[src/rtl/noise_seq_loader_if.sv]
// Host and sequencer load-bus signals of the noise sequencer loader.
// The slave modport is the loader's view; the master modport is the driver's view.
interface noise_seq_loader_if #(
    parameter int TW = 20
);
    logic          cfg_we;
    logic [2:0]    cfg_addr;
    logic [TW-1:0] cfg_data;
    logic          go;
    logic          interrupt;
    logic [15:0]   ndatain;
    logic          nchoice;
    logic          nload;
    logic          noisestart;
    logic          busy;
    logic          done;
    logic          timeout_err;

    modport slave (
        input  cfg_we, cfg_addr, cfg_data, go, interrupt,
        output ndatain, nchoice, nload, noisestart, busy, done, timeout_err
    );

    modport master (
        output cfg_we, cfg_addr, cfg_data, go, interrupt,
        input  ndatain, nchoice, nload, noisestart, busy, done, timeout_err
    );
endinterface

[src/rtl/noise_seq_loader.sv]
// Serialises NSEG shadowed segment durations onto the sequencer load bus,
// then starts the sequencer and waits for its active-low completion interrupt.
module noise_seq_loader #(
    parameter int NSEG    = 6,
    parameter int TW      = 20,
    parameter int TMO_CYC = 2000000
) (
    input  logic               clk_sys,
    input  logic               noiserst,
    noise_seq_loader_if.slave  bus
);
    localparam int             CW       = $clog2(TMO_CYC) + 1;
    localparam logic [3:0]     NSEG_W   = 4'(NSEG);
    localparam logic [2:0]     LAST_SEG = 3'(NSEG - 1);
    localparam logic [CW-1:0]  TMO_LAST = CW'(TMO_CYC - 1);
    localparam logic [CW-1:0]  CNT_ONE  = {{(CW-1){1'b0}}, 1'b1};

    typedef enum logic [2:0] {
        S_IDLE   = 3'd0,
        S_SETUP  = 3'd1,
        S_STROBE = 3'd2,
        S_HOLD   = 3'd3,
        S_START  = 3'd4,
        S_WAIT   = 3'd5,
        S_DONE   = 3'd6,
        S_TMO    = 3'd7
    } state_t;

    state_t        r_state;
    logic [2:0]    r_seg;
    logic          r_word;
    logic          r_armed;
    logic [CW-1:0] r_cnt;
    logic [TW-1:0] r_dur [8];

    logic [15:0]   r_ndatain;
    logic          r_nchoice;
    logic          r_nload;
    logic          r_noisestart;
    logic          r_busy;
    logic          r_done;
    logic          r_tmo;

    state_t        w_state_nxt;
    logic [2:0]    w_seg_nxt;
    logic          w_word_nxt;
    logic          w_armed_nxt;
    logic [CW-1:0] w_cnt_nxt;
    logic [CW-1:0] w_cnt_inc;
    logic          w_wr_en;
    logic [TW-1:0] w_dur_nxt [8];
    logic [TW-1:0] w_dur_sel;
    logic [3:0]    w_hi_nib;

    logic [15:0]   w_ndatain_nxt;
    logic          w_nchoice_nxt;
    logic          w_nload_nxt;
    logic          w_noisestart_nxt;
    logic          w_busy_nxt;
    logic          w_done_nxt;
    logic          w_tmo_nxt;

    // Shadow writes are only taken while idle and for implemented segments.
    assign w_wr_en   = bus.cfg_we && (r_state == S_IDLE) && ({1'b0, bus.cfg_addr} < NSEG_W);
    assign w_cnt_inc = (r_cnt == {CW{1'b1}}) ? r_cnt : (r_cnt + CNT_ONE);

    // Next value of the shadow duration registers.
    always_comb begin
        for (int i = 0; i < 8; i++) begin
            w_dur_nxt[i] = (w_wr_en && (bus.cfg_addr == 3'(i))) ? bus.cfg_data : r_dur[i];
        end
    end

    // Shadow duration register bank.
    always_ff @(posedge clk_sys) begin
        if (noiserst) begin
            for (int i = 0; i < 8; i++) begin
                r_dur[i] <= '0;
            end
        end else begin
            r_dur <= w_dur_nxt;
        end
    end

    // State register with sequencing context (segment, word, arm flag, timeout counter).
    always_ff @(posedge clk_sys) begin
        if (noiserst) begin
            r_state <= S_IDLE;
            r_seg   <= 3'd0;
            r_word  <= 1'b0;
            r_armed <= 1'b0;
            r_cnt   <= '0;
        end else begin
            r_state <= w_state_nxt;
            r_seg   <= w_seg_nxt;
            r_word  <= w_word_nxt;
            r_armed <= w_armed_nxt;
            r_cnt   <= w_cnt_nxt;
        end
    end

    // Next-state logic.
    always_comb begin
        w_state_nxt = r_state;
        w_seg_nxt   = r_seg;
        w_word_nxt  = r_word;
        w_armed_nxt = r_armed;
        w_cnt_nxt   = r_cnt;
        case (r_state)
            S_IDLE: begin
                if (bus.go) begin
                    w_state_nxt = S_SETUP;
                    w_seg_nxt   = 3'd0;
                    w_word_nxt  = 1'b0;
                end else begin
                    w_state_nxt = S_IDLE;
                end
            end
            S_SETUP:  w_state_nxt = S_STROBE;
            S_STROBE: w_state_nxt = S_HOLD;
            S_HOLD: begin
                if (!r_word) begin
                    w_word_nxt  = 1'b1;
                    w_state_nxt = S_SETUP;
                end else if (r_seg < LAST_SEG) begin
                    w_seg_nxt   = r_seg + 3'd1;
                    w_word_nxt  = 1'b0;
                    w_state_nxt = S_SETUP;
                end else begin
                    w_state_nxt = S_START;
                end
            end
            S_START: begin
                w_cnt_nxt   = '0;
                w_armed_nxt = 1'b0;
                w_state_nxt = S_WAIT;
            end
            S_WAIT: begin
                w_cnt_nxt = w_cnt_inc;
                if (bus.interrupt) begin
                    w_armed_nxt = 1'b1;
                end else begin
                    w_armed_nxt = r_armed;
                end
                // A stale low interrupt never completes: completion needs a prior high sample.
                if (r_cnt == TMO_LAST) begin
                    w_state_nxt = S_TMO;
                end else if (r_armed && !bus.interrupt) begin
                    w_state_nxt = S_DONE;
                end else begin
                    w_state_nxt = S_WAIT;
                end
            end
            S_DONE:  w_state_nxt = S_IDLE;
            S_TMO:   w_state_nxt = S_IDLE;
            default: w_state_nxt = S_IDLE;
        endcase
    end

    assign w_dur_sel = w_dur_nxt[w_seg_nxt];
    assign w_hi_nib  = 4'(w_dur_sel >> 16);

    // Output decode from the upcoming state so that the registered outputs track it.
    always_comb begin
        w_ndatain_nxt    = 16'd0;
        w_nchoice_nxt    = 1'b0;
        w_nload_nxt      = 1'b0;
        w_noisestart_nxt = 1'b0;
        w_busy_nxt       = 1'b0;
        w_done_nxt       = 1'b0;
        w_tmo_nxt        = 1'b0;
        case (w_state_nxt)
            S_SETUP, S_STROBE, S_HOLD: begin
                w_busy_nxt    = 1'b1;
                w_nload_nxt   = (w_state_nxt == S_STROBE);
                w_nchoice_nxt = w_word_nxt;
                if (w_word_nxt) begin
                    w_ndatain_nxt = {w_seg_nxt, 9'd0, w_hi_nib};
                end else begin
                    w_ndatain_nxt = w_dur_sel[15:0];
                end
            end
            S_START: begin
                w_busy_nxt       = 1'b1;
                w_noisestart_nxt = 1'b1;
            end
            S_WAIT: w_busy_nxt = 1'b1;
            S_DONE: begin
                w_busy_nxt = 1'b1;
                w_done_nxt = 1'b1;
            end
            S_TMO: begin
                w_busy_nxt = 1'b1;
                w_tmo_nxt  = 1'b1;
            end
            S_IDLE:  w_busy_nxt = 1'b0;
            default: w_busy_nxt = 1'b0;
        endcase
    end

    // Registered outputs.
    always_ff @(posedge clk_sys) begin
        if (noiserst) begin
            r_ndatain    <= 16'd0;
            r_nchoice    <= 1'b0;
            r_nload      <= 1'b0;
            r_noisestart <= 1'b0;
            r_busy       <= 1'b0;
            r_done       <= 1'b0;
            r_tmo        <= 1'b0;
        end else begin
            r_ndatain    <= w_ndatain_nxt;
            r_nchoice    <= w_nchoice_nxt;
            r_nload      <= w_nload_nxt;
            r_noisestart <= w_noisestart_nxt;
            r_busy       <= w_busy_nxt;
            r_done       <= w_done_nxt;
            r_tmo        <= w_tmo_nxt;
        end
    end

    assign bus.ndatain     = r_ndatain;
    assign bus.nchoice     = r_nchoice;
    assign bus.nload       = r_nload;
    assign bus.noisestart  = r_noisestart;
    assign bus.busy        = r_busy;
    assign bus.done        = r_done;
    assign bus.timeout_err = r_tmo;
endmodule

[src/flat_wrapper.sv]
// flat-port wrapper written by rule: the top's interface ports become plain ports
module noise_seq_loader_flat 
#(
    parameter int NSEG    = 6,
    parameter int TW      = 20,
    parameter int TMO_CYC = 2000000
)
  (clk_sys, noiserst, bus_cfg_we, bus_cfg_addr, bus_cfg_data, bus_go, bus_interrupt, bus_ndatain, bus_nchoice, bus_nload, bus_noisestart, bus_busy, bus_done, bus_timeout_err);
  noise_seq_loader_if #(.TW(TW)) bus_i ();
  input  logic clk_sys;
  input  logic noiserst;
  input wire logic [$bits(bus_i.cfg_we)-1:0] bus_cfg_we;
  input wire logic [$bits(bus_i.cfg_addr)-1:0] bus_cfg_addr;
  input wire logic [$bits(bus_i.cfg_data)-1:0] bus_cfg_data;
  input wire logic [$bits(bus_i.go)-1:0] bus_go;
  input wire logic [$bits(bus_i.interrupt)-1:0] bus_interrupt;
  output wire logic [$bits(bus_i.ndatain)-1:0] bus_ndatain;
  output wire logic [$bits(bus_i.nchoice)-1:0] bus_nchoice;
  output wire logic [$bits(bus_i.nload)-1:0] bus_nload;
  output wire logic [$bits(bus_i.noisestart)-1:0] bus_noisestart;
  output wire logic [$bits(bus_i.busy)-1:0] bus_busy;
  output wire logic [$bits(bus_i.done)-1:0] bus_done;
  output wire logic [$bits(bus_i.timeout_err)-1:0] bus_timeout_err;
  assign bus_i.cfg_we = bus_cfg_we;
  assign bus_i.cfg_addr = bus_cfg_addr;
  assign bus_i.cfg_data = bus_cfg_data;
  assign bus_i.go = bus_go;
  assign bus_i.interrupt = bus_interrupt;
  assign bus_ndatain = bus_i.ndatain;
  assign bus_nchoice = bus_i.nchoice;
  assign bus_nload = bus_i.nload;
  assign bus_noisestart = bus_i.noisestart;
  assign bus_busy = bus_i.busy;
  assign bus_done = bus_i.done;
  assign bus_timeout_err = bus_i.timeout_err;
  noise_seq_loader #(.NSEG(NSEG), .TW(TW), .TMO_CYC(TMO_CYC)) u_core (.clk_sys(clk_sys), .noiserst(noiserst), .bus(bus_i));
endmodule
[config.mk]
export PLATFORM = sky130hd
export DESIGN_NAME = noise_seq_loader_flat
export DESIGN_NICKNAME = d
export VERILOG_FILES = /design/src/rtl/noise_seq_loader_if.sv /design/src/rtl/noise_seq_loader.sv /design/src/flat_wrapper.sv
export SDC_FILE = /design/constraint.sdc
export NUM_CORES = 1
export LEC_CHECK = 0
export BUFFER_PORTS_ARGS = -buffer_cell sky130_fd_sc_hd__buf_4
export CAP_MARGIN = 15
export CORE_UTILIZATION = 45
export DETAILED_ROUTE_END_ITERATION = 12
export GPL_ROUTABILITY_DRIVEN = 0
export PLACE_DENSITY = 0.7
export REMOVE_ABC_BUFFERS = 1
export SYNTH_ARGS = -nofsm -noshare
export SYNTH_HDL_FRONTEND = slang
export SYNTH_SLANG_ARGS = --single-unit
[constraint.sdc]
create_clock -name clk_sys -period 3 [get_ports clk_sys]
set_clock_uncertainty 0.1 [all_clocks]
set_input_delay 0.9 -clock clk_sys [delete_from_list [all_inputs] [get_ports clk_sys]]
set_output_delay 0.9 -clock clk_sys [all_outputs]
set_load 0.005 [all_outputs]
# Yosys cells after proc, flatten, opt, wreduce, memory -nomap -nowiden

Index checks and enable logic that the tools add are counted.
Widths: inputs -> output; s select.

Bits in registers: 212
Input port bits: 28
Word-level logic and storage cells: 110

Add/subtract/negate cells: 2
$lt $le $gt $ge: 3
Equality and inequality tests: 25
Multiplexer cells: 34
Bitwise gates (word level): 2
Reductions and logical operators: 23

Operators by type and width:

| kind                  | count |
|---|---|
| $mux 20               | 10 |
| $bmux 20 s3           | 1 |
| $pmux 22 s2           | 1 |
| $eq 3x3->1 const B    | 12 |
| $add 22x1->22 const B | 1 |
| $eq 22x21->1 const B  | 1 |
| $eq 22x22->1 const B  | 1 |
| $mux 22               | 1 |
| $pmux 3 s7            | 1 |
| $eq 3x2->1 const B    | 6 |
| $mux 3                | 6 |
| $mux 16               | 1 |
| $logic_and 1x1->1     | 11 |
| $eq 3x1->1 const B    | 3 |
| $logic_not 3->1       | 3 |
| $mux 1                | 8 |
| $reduce_or 7->1       | 1 |
| $lt 3x3->1 const B    | 2 |
| $pmux 1 s2            | 3 |
| $pmux 3 s2            | 1 |
| $reduce_or 3->1       | 2 |
| $ge 4x4->1 const B    | 1 |
| $ne 2x2->1 const B    | 2 |
| $not 3->4             | 1 |
| 7 further kinds       | 9 |

# Logic depth before layout (Yosys ltp)

Gate-level depths: netlist (run 1).

Word-level depth: 9
Gate-level depth with buffers: 11
Gate-level depth less buffers: 8

# Worst setup path after synthesis (run 1)

Ideal clock, no wire load.

Path type: input port to flip-flop
From: input bus_go
To: register u_core.r_ndatain[3] (netlist: u_core.bus.ndatain[3])
Data arrival time: 2.591 ns
Setup slack: 0.192 ns
Stages: 9
Path through: or4b_1 > buf_2 > o211ai_4 > nand2_4 > buf_6 > mux2_4 > o211ai_1 > a41oi_1 > a22o_1

Word-level cells in the longest chain between the ends: 7

Ends and longest elaborated chain:

| item                                       | RTL line                | text |
|---|---|---|
| start: declaration                         | flat_wrapper.sv:15      | `input wire logic [$bits(bus_i.go)-1:0] bus_go;` |
| $mux 3                                     | noise_seq_loader.sv:111 | `if (bus.go) begin` |
| $pmux 3 s2                                 | noise_seq_loader.sv:109 | `case (r_state)` |
| $not 3->4 (implied by the code)            | noise_seq_loader.sv:160 | `assign w_dur_sel = w_dur_nxt[w_seg_nxt];` |
| $bmux 20 s3                                | noise_seq_loader.sv:160 |  |
| $mux 20 (implied by the code) (2 in a row) | noise_seq_loader.sv:160 |  |
| $mux 16                                    | noise_seq_loader.sv:177 | `if (w_word_nxt) begin` |
| end signal: assignment                     | noise_seq_loader.sv:212 | `r_ndatain <= w_ndatain_nxt;` |
| end: declaration                           | noise_seq_loader.sv:36  | `logic [15:0] r_ndatain;` |

Parallel ways exist; a longest one is shown, timed or not. The select of a mux whose other input is x is not followed.
A chain may end at the register's enable or synchronous reset.

# Final worst setup path (run 1)

From: register u_core.r_state[2]
To: register u_core.r_ndatain[3] (netlist: u_core.bus.ndatain[3])

Word-level cells in the longest chain between the ends: 9

Ends and longest elaborated chain:

| item                                       | RTL line                                        | text |
|---|---|---|
| start: declaration                         | noise_seq_loader.sv:29                          | `state_t r_state;` |
| start signal: assignment                   | noise_seq_loader.sv:94                          | `r_state <= w_state_nxt;` |
| $logic_not 3->1                            | noise_seq_loader.sv:64, noise_seq_loader.sv:109 |  |
| $logic_and 1x1->1 (2 in a row)             | noise_seq_loader.sv:64                          | `assign w_wr_en = bus.cfg_we && (r_state == S_IDLE) && ({1'b0, bus.cfg_addr} < NSEG_W);` |
| $logic_and 1x1->1                          | noise_seq_loader.sv:70                          | `w_dur_nxt[i] = (w_wr_en && (bus.cfg_addr == 3'(i))) ? bus.cfg_data : r_dur[i];` |
| $mux 20                                    | noise_seq_loader.sv:70                          |  |
| $bmux 20 s3                                | noise_seq_loader.sv:160                         |  |
| $mux 20 (implied by the code) (2 in a row) | noise_seq_loader.sv:160                         |  |
| $mux 16                                    | noise_seq_loader.sv:177                         |  |

Parallel ways exist; a longest one is shown, timed or not. The select of a mux whose other input is x is not followed.

==> results.txt, run 1 <==
fin cells = 1,911
Pint = 4868 uW
# hold bufs at CTS = 0
Iter 0 DRT Violations = 1,369
Initial Utilization = 46.50%
final hold slack = 0.3534 ns
clock power share = 45.0%
final setup TNS = 0 ns
register area share after synthesis = 37.10%
synth unique cells = 87
origin of the critical flop-to-flop path = u_core.r_state[2]
Yosys reg bits = 212
Critical Path End Type = register
Wirelength per Cell = 19.06 um
period utilization = 91.47%
Max VDD drop = 0.3991 mV
vias in the first global route = 10,860
setup violators final = 0
Synth top area share = 37.10%
Layout Nets = 1,600
Pleak = 0.004665 uW
Seq. cell area = 0.004247 sq mm
die area = 0.02607 sq mm
Vias/cell = 6.061
status = complete, no violations
initial antenna violation count = 0
Slew @ Worst Pin = 0.8232 ns
pin count of the biggest net entering global routing = 167
CTS root buf = clkbuf_16
Post-Synthesis Cells = 1,524
Critical Path RT = 3.32 ns
# rows = 57
worst skew pair latency = 0.54 ns
Reg2Reg Depth = 9
clk slew on worst S/H paths = 0.06 ns
Detailed Route WL = 36,430 um
Setup Fix Bufs, Post-CTS = 0
share of post-route cells with drive strength above 1 = 16.26%
vias = 11,580
dpl cells = 1,867
worst-case clock buffer depth = 3
yosys warns = 0
Final Hold Fails = 0
Comb power frac = 10.7%
HPWL after DPL = 24,450 um
max incr delay on CP = 0.44 ns
Area growth, synth to finish = 17.43%
drt pass-1 iters = 5
Hold EP = u_core.r_dur[144]
top post-synthesis cells by area = dfxtp_1 (37%), nand2_1 (13%), a21oi_1 (7.1%)
CP max stage cell = and4b_1
Post-DRT Antenna Nets = 0
post-layout minimum cycle time = 2.744 ns
most frequent cells in the layout = nand2_1 (382), dfxtp_1 (210), a21oi_1 (163)
Total Power = 6551 uW
first-pass GRT wire length = 58,130 um
Post-Synthesis Cell Area = 0.01144 sq mm
Syn Area/Cell = 7.507 sq um
net switching fraction of the power = 25.68%
worst path cell trace = and4b_1 -> buf_4 -> nand2_2 -> o21ai_4 -> buf_4 -> a311oi_1 -> o21ai_0 -> o211ai_1 -> a22o_1
commonest non-fill, non-tap cell in the layout = nand2_1
Num CTS Buffers = 25
post-synth top area cell = dfxtp_1
dominant synthesized flop cell = dfxtp_1
hold_sp = u_core.r_dur[144]
fraction of registers with async set/reset = 0%
EDFF count, synth = 0
CTS sink cnt = 212
n_diodes = 0
DRC = 0
Final Slew Violations = 0
H-Tree Depth = 1
# fillers = 2,368
Setup WS post-layout = 0.2558 ns
Post-CTS Resized = 0
switching power total = 1682 uW
Crit Path Max Fanout = 14
grt ovf = 0
Worst EP arrival = 3.06 ns
IO buf count = 49
Critical Path Source Type = register
Slew headroom = 45.12%
io pins = 50
WHS Path Cells = 2
multi-input logic area = 0.006495 sq mm
Crit Path Class = reg -> reg
Cell Pwr Density = 487.6 mW/mm^2
Reg-to-Reg End = u_core.bus.ndatain[3]
dpl ws = -0.1096 ns
Reg2Reg Setup Slack = 0.26 ns
Tot GR Track Use = 27.84%
max cap viols = 0
sequential share of power = 44.3%
Hold Crit Class = reg -> reg
height of the chip = 161.5 um
unrepaired setup endpoints after global routing = no
fmax = 0.3644 GHz
CTS tree = built
Die X = 161.5 um
CP most frequent cell = buf_4
Core Box Area = 0.02460 sq mm
## logic make-up after synthesis
kind of cell | share of synthesized area [%]
and+or+nand+nor | 26.82
AOI/OAI and AO/OA | 25.38
DFF | 37.10
buffers and inverters | 6.398
muxes | 2.559
xor gates and xnor gates | 1.531
adders and majority gates | 0.2187
## synthesized netlist by cell type (7+ instances only)
library cell and count:
a211oi_1 8, a21o_1 7, a21oi_1 163, a221oi_1 16, a221oi_2 8, a22o_1 16, a31oi_1 41, and3_1 11
buf_2 36, buf_4 8, buf_6 9, clkbuf_1 84, dfxtp_1 212, inv_1 14, mux2i_1 21, nand2_1 382
nand3_1 53, nand4_1 10, nor2_1 89, nor2b_1 46, nor3_1 27, nor4_1 7, o211ai_1 30, o21ai_0 45
o21ai_1 7, o221ai_1 15, or3_1 9, xnor2_1 14
## layer usage
layer | share of wire [%] | wire length [um] | track usage, % | vias up
met4 | 4.5 | 1626 | 12.78 | 0
met5 | 0 | 0 | 0 | -
met1 | 42 | 15230 | 36.00 | 5417
met3 | 9.4 | 3418 | 5.907 | 121
li1 | - | - | - | 5466
met2 | 44 | 16160 | 44.32 | 579
## power groups by stage
stage | Combinational (uW) | Clock, uW | Sequential [uW]
after global routing | 751 | 3110 | 2910
after global placement | 677 | 0 | 2960
after CTS | 687 | 3000 | 2900
after floorplan | 313 | 0 | 2960
after detailed placement | 683 | 0 | 2960
final | 701 | 2950 | 2900
## registers in the layout (all words and copies together), names as in the netlist
register	cells
u_core.r_seg	3
u_core.r_state	3
u_core.r_armed	1
u_core.bus.ndatain	16
u_core.r_cnt	22
u_core.bus.noisestart	1
u_core.bus.busy	1
u_core.bus.nload	1
u_core.bus.nchoice	1
u_core.bus.timeout_err	1
u_core.bus.done	1
u_core.r_word	1
u_core.r_dur	160
## critical path, delay by kind of cell, from the launching register on
kind                   cells  cell delay [ns]
flip-flops                 1             0.40
AND/OR/NAND/NOR            2             0.70
AO/OA/AOI/OAI              5             0.95
buffers and inverters      2             0.48
## how the worst max path moves through the flow
stage,slack (ns),from,cells past startpoint,end
finish,0.26,u_core.r_state[2],9,u_core.bus.ndatain[3]
floorplan,-1.98,u_core.r_seg[0],7,u_core.bus.ndatain[14]
global route,0.12,u_core.r_state[2],9,u_core.bus.ndatain[3]
CTS,0.18,u_core.r_state[1],9,u_core.bus.ndatain[3]
detailed placement,-0.11,bus_go,10,u_core.bus.ndatain[3]
global placement,-0.1,bus_go,10,u_core.bus.ndatain[3]
## through the flow
| step | utilization, % | instance area (sq um) |
|---|---|---|
| after global routing | 54.60 | 13440 |
| after global placement | 51.37 | 12640 |
| final | 54.60 | 13440 |
| after floorplan | - | 10760 |
| after detailed placement | 51.37 | 12640 |
| after CTS | 54.58 | 13430 |
## layout make-up
type	instances	area share, %
inverters	14	0.3911
repair buffers	162	10.76
clock inverters	8	0.5494
flip-flops and latches	212	31.61
clock buffers	36	5.336
multi-input cells	1155	48.34
well taps	324	3.017
No activity file was read; power rests on OpenSTA's default activity.
==> inputs of run 2 (changes only) <==
Settings changed: CORE_UTILIZATION 45 to 55, PLACE_DENSITY 0.7 to 0.77.
==> run 2 against run 1 <==
  * Final cell count shrank 3.2%
  * Largest cell class unchanged
  * Routed wire length grew 1.3%
  * Non-clock buffer count shrank 4
  * Sequential cell count is the same
  * Global-route usage grew 6.3 points
  * Setup slack lost 0.074 ns
  * First-iteration DRC count shrank 8.9%
  * Clock-buffer cell count shrank 6
  * Register-to-register slack lost 0.07 ns
  * Highest routed layer unchanged
  * Die area shrank 18%
==> results.txt, run 2 (synthesis results as in run 1) <==
status = complete, no violations
Worst EP arrival = 3.16 ns (+0.10 ns)
Comb power frac = 10.7% (about the same)
Critical Path RT = 3.35 ns (+0.03 ns)
IO buf count = 49 (unchanged)
H-Tree Depth = 1 (unchanged)
CTS tree = built
CTS root buf = clkbuf_16
max cap viols = 0 (unchanged)
Num CTS Buffers = 23 (-8.0%)
Die X = 146.2 um (-9.4%)
Placed Area = 0.01249 sq mm (-1.2%)
HPWL after DPL = 24,150 um (-1.2%)
Critical Path End Type = register
worst-case clock buffer depth = 3 (unchanged)
Initial Utilization = 56.36% (+9.9 points)
DRC = 0 (unchanged)
Final Hold Fails = 0 (unchanged)
max FFs per register = 160 (unchanged)
# fillers = 1,778 (-25%)
switching power total = 1657 uW (-1.5%)
Wirelength per Cell = 19.96 um (+4.7%)
# hold bufs at CTS = 0 (unchanged)
Post-DRT Antenna Nets = 0 (unchanged)
# rows = 52 (-8.8%)
Slew @ Worst Pin = 0.7230 ns (-0.1002 ns)
die area = 0.02138 sq mm (-18%)
Iter 0 DRT Violations = 1,247 (-8.9%)
first-pass GRT wire length = 58,830 um (+1.2%)
vias = 11,830 (+2.2%)
Tot GR Track Use = 34.11% (+6.3 points)
CP max stage cell = or4b_4
pin count of the biggest net entering global routing = 80 (-52%)
net switching fraction of the power = 25.63% (-0.054 points)
dpl ws = -0.08904 ns (+0.02051 ns)
fmax = 0.3548 GHz (-2.6%)
period utilization = 93.95% (+2.5 points)
clock power share = 44.5% (-0.5 points)
Cell Pwr Density = 488.2 mW/mm^2 (+0.12%)
drt pass-1 iters = 6 (+1)
setup violators final = 0 (unchanged)
Max VDD drop = 0.3866 mV (-3.2%)
sequential share of power = 44.9% (+0.6 points)
Vias/cell = 6.400 (+5.6%)
unrepaired setup endpoints after global routing = no
met1 wire length = 15,160 um (-0.46%)
Pleak = 0.004609 uW (-1.2%)
Core Box Area = 0.02030 sq mm (-17%)
Crit path max-delay family = compound AO/OA/AOI/OAI gates
Pint = 4809 uW (-1.2%)
Layout Nets = 1,594 (-0.38%)
fin area = 0.01325 sq mm (-1.4%)
commonest non-fill, non-tap cell in the layout = nand2_1
Post-CTS Resized = 0 (unchanged)
post-layout minimum cycle time = 2.818 ns (+0.07418 ns)
Detailed Route WL = 36,910 um (+1.3%)
height of the chip = 146.2 um (-9.4%)
Crit Path Class = reg -> reg
io pins = 50 (unchanged)
Slew headroom = 51.62% (+6.5 points)
grt ovf = 0 (unchanged)
Final Slew Violations = 0 (unchanged)
most flop-heavy register = u_core.r_dur
Setup Fix Bufs, Post-CTS = 0 (unchanged)
Critical Path Source Type = register
clk slew on worst S/H paths = 0.06 ns (about the same)
worst skew pair latency = 0.53 ns (about the same)
CTS sink cnt = 212 (unchanged)
most frequent cells in the layout = nand2_1 (382), dfxtp_1 (211), a21oi_1 (163)
Area growth, synth to finish = 15.78%
vias in the first global route = 11,200 (+3.1%)
met2 WL post-DR = 16,010 um (-0.93%)
Crit Path Max Fanout = 8 (-6)
share of post-route cells with drive strength above 1 = 15.96% (-0.30 points)
max layer used = met4
WL met3 = 3913 um (+14%)
Core Util, Final = 65.26% (+11 points)
initial antenna violation count = 0 (unchanged)
max incr delay on CP = 0.60 ns (+0.16 ns)
final hold slack = 0.3494 ns (-0.003972 ns)
n_diodes = 0 (unchanged)
Buf+Inv Stages, Crit Path = 1 (-1)
Total Power = 6467 uW (-1.3%)
worst path cell trace = buf_4 -> or4b_4 -> nor2_4 -> o31ai_1 -> a211oi_1 -> o21ai_0 -> a311o_1 -> o211ai_1
Hold Crit Class = reg -> reg
Setup WS post-layout = 0.1816 ns (-0.07418 ns)
-- run 2: path summary, 6_finish.rpt --
path                            cells past startpoint               endpoint  slack, ns         startpoint
worst max-delay path                                8  u_core.bus.ndatain[0]       0.18  u_core.r_state[0]
worst min-delay path                                2      u_core.r_dur[144]       0.35  u_core.r_dur[144]
worst max register to register                      8  u_core.bus.ndatain[0]       0.18  u_core.r_state[0]
worst min register to register                      2      u_core.r_dur[144]       0.35  u_core.r_dur[144]
-- run 2: metrics by stage --
step | TNS (ns) | cells
6_report | 0 | 1849
2_1_floorplan | -31.79 | 1381
3_5_place_dp | -0.7324 | 1809
5_1_grt | 0 | 1849
4_1_cts | 0 | 1849
3_3_place_gp | -0.3391 | 1809
-- run 2: cell type report --
| class | instances | area (sq um) | area share, % |
|---|---|---|---|
| Multi-Input combinational cell | 1155 | 6492 | 49.01 |
| Sequential cell | 212 | 4245 | 32.05 |
| Timing Repair Buffer | 158 | 1361 | 10.28 |
| Clock buffer | 30 | 651.9 | 4.921 |
| Tap cell | 270 | 337.8 | 2.550 |
| Clock inverter | 10 | 105.1 | 0.7934 |
| Inverter | 14 | 52.55 | 0.3967 |
-- run 2: worst min-delay path, delay by kind of cell (launching register included) --
kind	cells	cell delay, ns
flops	1	0.30
simple gates	1	0.05
compound gates	1	0.05
-- run 2: power by group through the flow --
stage | clock network (uW) | registers, uW | logic, uW
after global placement | 0 | 2960 | 656
after detailed placement | 0 | 2960 | 667
final | 2880 | 2900 | 690
after floorplan | 0 | 2960 | 313
after global routing | 3030 | 2900 | 736
after CTS | 2900 | 2900 | 672
-- run 2: metal layers --
metal / track usage [%] / vias to the layer above
li1: - / 5453
met1: 45.29 / 5499
met2: 52.55 / 719
met3: 6.781 / 162
met4: 17.50 / 0
met5: 0 / -
==> inputs of run 3 (changes only) <==
Settings changed: CORE_MARGIN set to 8, SLEW_MARGIN set to 40.
==> run 3 against run 2 <==
  * Highest routed layer unchanged
  * Design area hardly changed
  * Sequential share of layout area is essentially flat
  * Largest power group is now the clock network
  * Combinational power about the same
==> results.txt, run 3 (synthesis results as in run 1) <==
CTS sink cnt = 212 (unchanged)
H-Tree Depth = 1 (unchanged)
Critical Path Source Type = register
dpl cells = 1,805 (-0.22%)
sequential share of power = 44.3% (-0.6 points)
Critical Path RT = 3.31 ns (-0.04 ns)
max FFs per register = 160 (unchanged)
Buf+Inv Stages, Crit Path = 2 (+1)
vias = 11,860 (+0.26%)
Comb power frac = 10.5% (-0.2 points)
crit path to = u_core.bus.ndatain[3]
clock power share = 45.2% (+0.7 points)
Vias/cell = 6.420 (+0.32%)
post-layout minimum cycle time = 2.806 ns (-0.01202 ns)
Pint = 4863 uW (+1.1%)
CP most frequent cell = buf_4
Slew headroom = 51.64% (about the same)
Post-CTS Resized = 0 (unchanged)
pin count of the biggest net entering global routing = 124 (+55%)
grt ovf = 0 (unchanged)
switching power total = 1688 uW (+1.9%)
Num CTS Buffers = 24 (+4.3%)
Core Box Area = 0.02030 sq mm (unchanged)
fmax = 0.3563 GHz (+0.43%)
Reg2Reg Setup Slack = 0.19 ns (about the same)
net switching fraction of the power = 25.77% (+0.14 points)
Crit path max-delay family = compound AO/OA/AOI/OAI gates
layer carrying the most global-route usage = met2
commonest non-fill, non-tap cell in the layout = nand2_1
final setup TNS = 0 ns (unchanged)
fin cells = 1,848 (-0.054%)
Cell Pwr Density = 494.3 mW/mm^2 (+1.3%)
Tot GR Track Use = 27.23% (-6.9 points)
met1 Resource Use GR = 34.31% (-11 points)
Final Slew Violations = 0 (unchanged)
Initial Utilization = 56.36% (unchanged)
IO buf count = 49 (unchanged)
GR Util met3 = 5.398% (-1.4 points)
Final Hold Fails = 0 (unchanged)
Total Power = 6551 uW (+1.3%)
CP max stage cell = dfxtp_1
worst skew pair latency = 0.54 ns (about the same)
Slew @ Worst Pin = 0.7228 ns (-0.0001817 ns)
max incr delay on CP = 0.52 ns (-0.08 ns)
vias in the first global route = 11,170 (-0.26%)
Post-DRT Antenna Nets = 0 (unchanged)
Pleak = 0.004604 uW (-0.11%)
CTS tree = built
# rows = 52 (unchanged)
worst-case clock buffer depth = 3 (unchanged)
max cap viols = 0 (unchanged)
origin of the critical flop-to-flop path = u_core.r_state[0]
Critical Path Stages = 9 (+1)
most flop-heavy register = u_core.r_dur
n_diodes = 0 (unchanged)
Die X = 160.2 um (+9.6%)
Crit Path Class = reg -> reg
Layout Nets = 1,591 (-0.19%)
period utilization = 93.55% (-0.40 points)
drt pass-1 iters = 6 (unchanged)
Iter 0 DRT Violations = 1,587 (+27%)
# fillers = 1,760 (-1.0%)
initial antenna violation count = 0 (unchanged)
Detailed Route WL = 36,450 um (-1.2%)
Reg-to-Reg End = u_core.bus.ndatain[3]
DRC = 0 (unchanged)
CTS root buf = clkbuf_16
Worst EP arrival = 3.11 ns (-0.05 ns)
Wirelength per Cell = 19.72 um (-1.2%)
HPWL after DPL = 24,110 um (-0.19%)
met2 usage = 43.55% (-9.0 points)
Critical Path End Type = register
first-pass GRT wire length = 58,330 um (-0.84%)
clk slew on worst S/H paths = 0.06 ns (about the same)
worst path cell trace = and4b_1 -> buf_4 -> nand2_2 -> o21ai_4 -> nand2_1 -> buf_4 -> o211ai_1 -> a41oi_1 -> a22o_1
io pins = 50 (unchanged)
height of the chip = 160.2 um (+9.6%)
share of post-route cells with drive strength above 1 = 15.84% (-0.12 points)
Placed Area = 0.01246 sq mm (-0.24%)
fin area = 0.01325 sq mm (about the same)
Max VDD drop = 0.4580 mV (+18%)
Area growth, synth to finish = 15.85% (about the same)
Hold Crit Class = reg -> reg
Crit. Startpoint = u_core.r_state[0]
status = complete, no violations
setup violators final = 0 (unchanged)
unrepaired setup endpoints after global routing = no
# hold bufs at CTS = 0 (unchanged)
Crit Path Max Fanout = 14 (+6)
Setup Fix Bufs, Post-CTS = 0 (unchanged)
most frequent cells in the layout = nand2_1 (382), dfxtp_1 (211), a21oi_1 (163)
Reg2Reg Depth = 9 (+1)
die area = 0.02567 sq mm (+20%)
[run 3: worst reg2reg max path, stage by stage, from the launching register on]
cell and delay, ns:
dfxtp_1 0.52, and4b_1 0.39, buf_4 0.23, nand2_2 0.28
o21ai_4 0.28, nand2_1 0.17, buf_4 0.18, o211ai_1 0.21
a41oi_1 0.10, a22o_1 0.26
[run 3: layout make-up]
| cell class | instances | area [sq um] | area share (%) |
|---|---|---|---|
| inverters | 14 | 52.55 | 0.3965 |
| repair buffers | 154 | 1331 | 10.04 |
| clock buffers | 31 | 666.9 | 5.032 |
| clock inverters | 12 | 127.6 | 0.9629 |
| well taps | 270 | 337.8 | 2.549 |
| multi-input cells | 1155 | 6492 | 48.99 |
| flip-flops and latches | 212 | 4245 | 32.03 |
[run 3: worst min-delay path by stage]
stage	to	start	depth (start not counted)	slack, ns
floorplan	u_core.r_dur[144]	u_core.r_dur[144]	2	0.33
global placement	u_core.r_dur[151]	u_core.r_dur[151]	2	0.34
detailed placement	u_core.r_dur[150]	u_core.r_dur[150]	2	0.34
CTS	u_core.r_dur[94]	u_core.r_dur[94]	2	0.35
global route	u_core.r_dur[152]	u_core.r_dur[152]	2	0.37
finish	u_core.r_dur[150]	u_core.r_dur[150]	2	0.35
[run 3: per-layer routing]
| metal | part of all wire, % | wire length (um) |
|---|---|---|
| met1 | 40 | 14610 |
| met2 | 44 | 16200 |
| met3 | 10 | 3822 |
| met4 | 5.0 | 1816 |
| met5 | 0 | 0 |
[run 3: power by group through the flow]
stage               sequential (uW)  combinational (uW)  clock [uW]
finish                         2900                 691        2960
global route                   2900                 737        3100
CTS                            2900                 673        2980
detailed placement             2960                 670           0
global placement               2960                 656           0
floorplan                      2960                 313           0
[run 3: per-stage QoR]
stage	util (%)	hold WS (ns)	setup WS (ns)
after detailed placement	61.37	0.3441	-0.1083
after global routing	65.29	0.3675	0.06458
after global placement	61.37	0.3379	-0.06862
after floorplan	-	0.3259	-1.975
after CTS	65.29	0.3522	0.1386
final	65.29	0.3547	0.1936
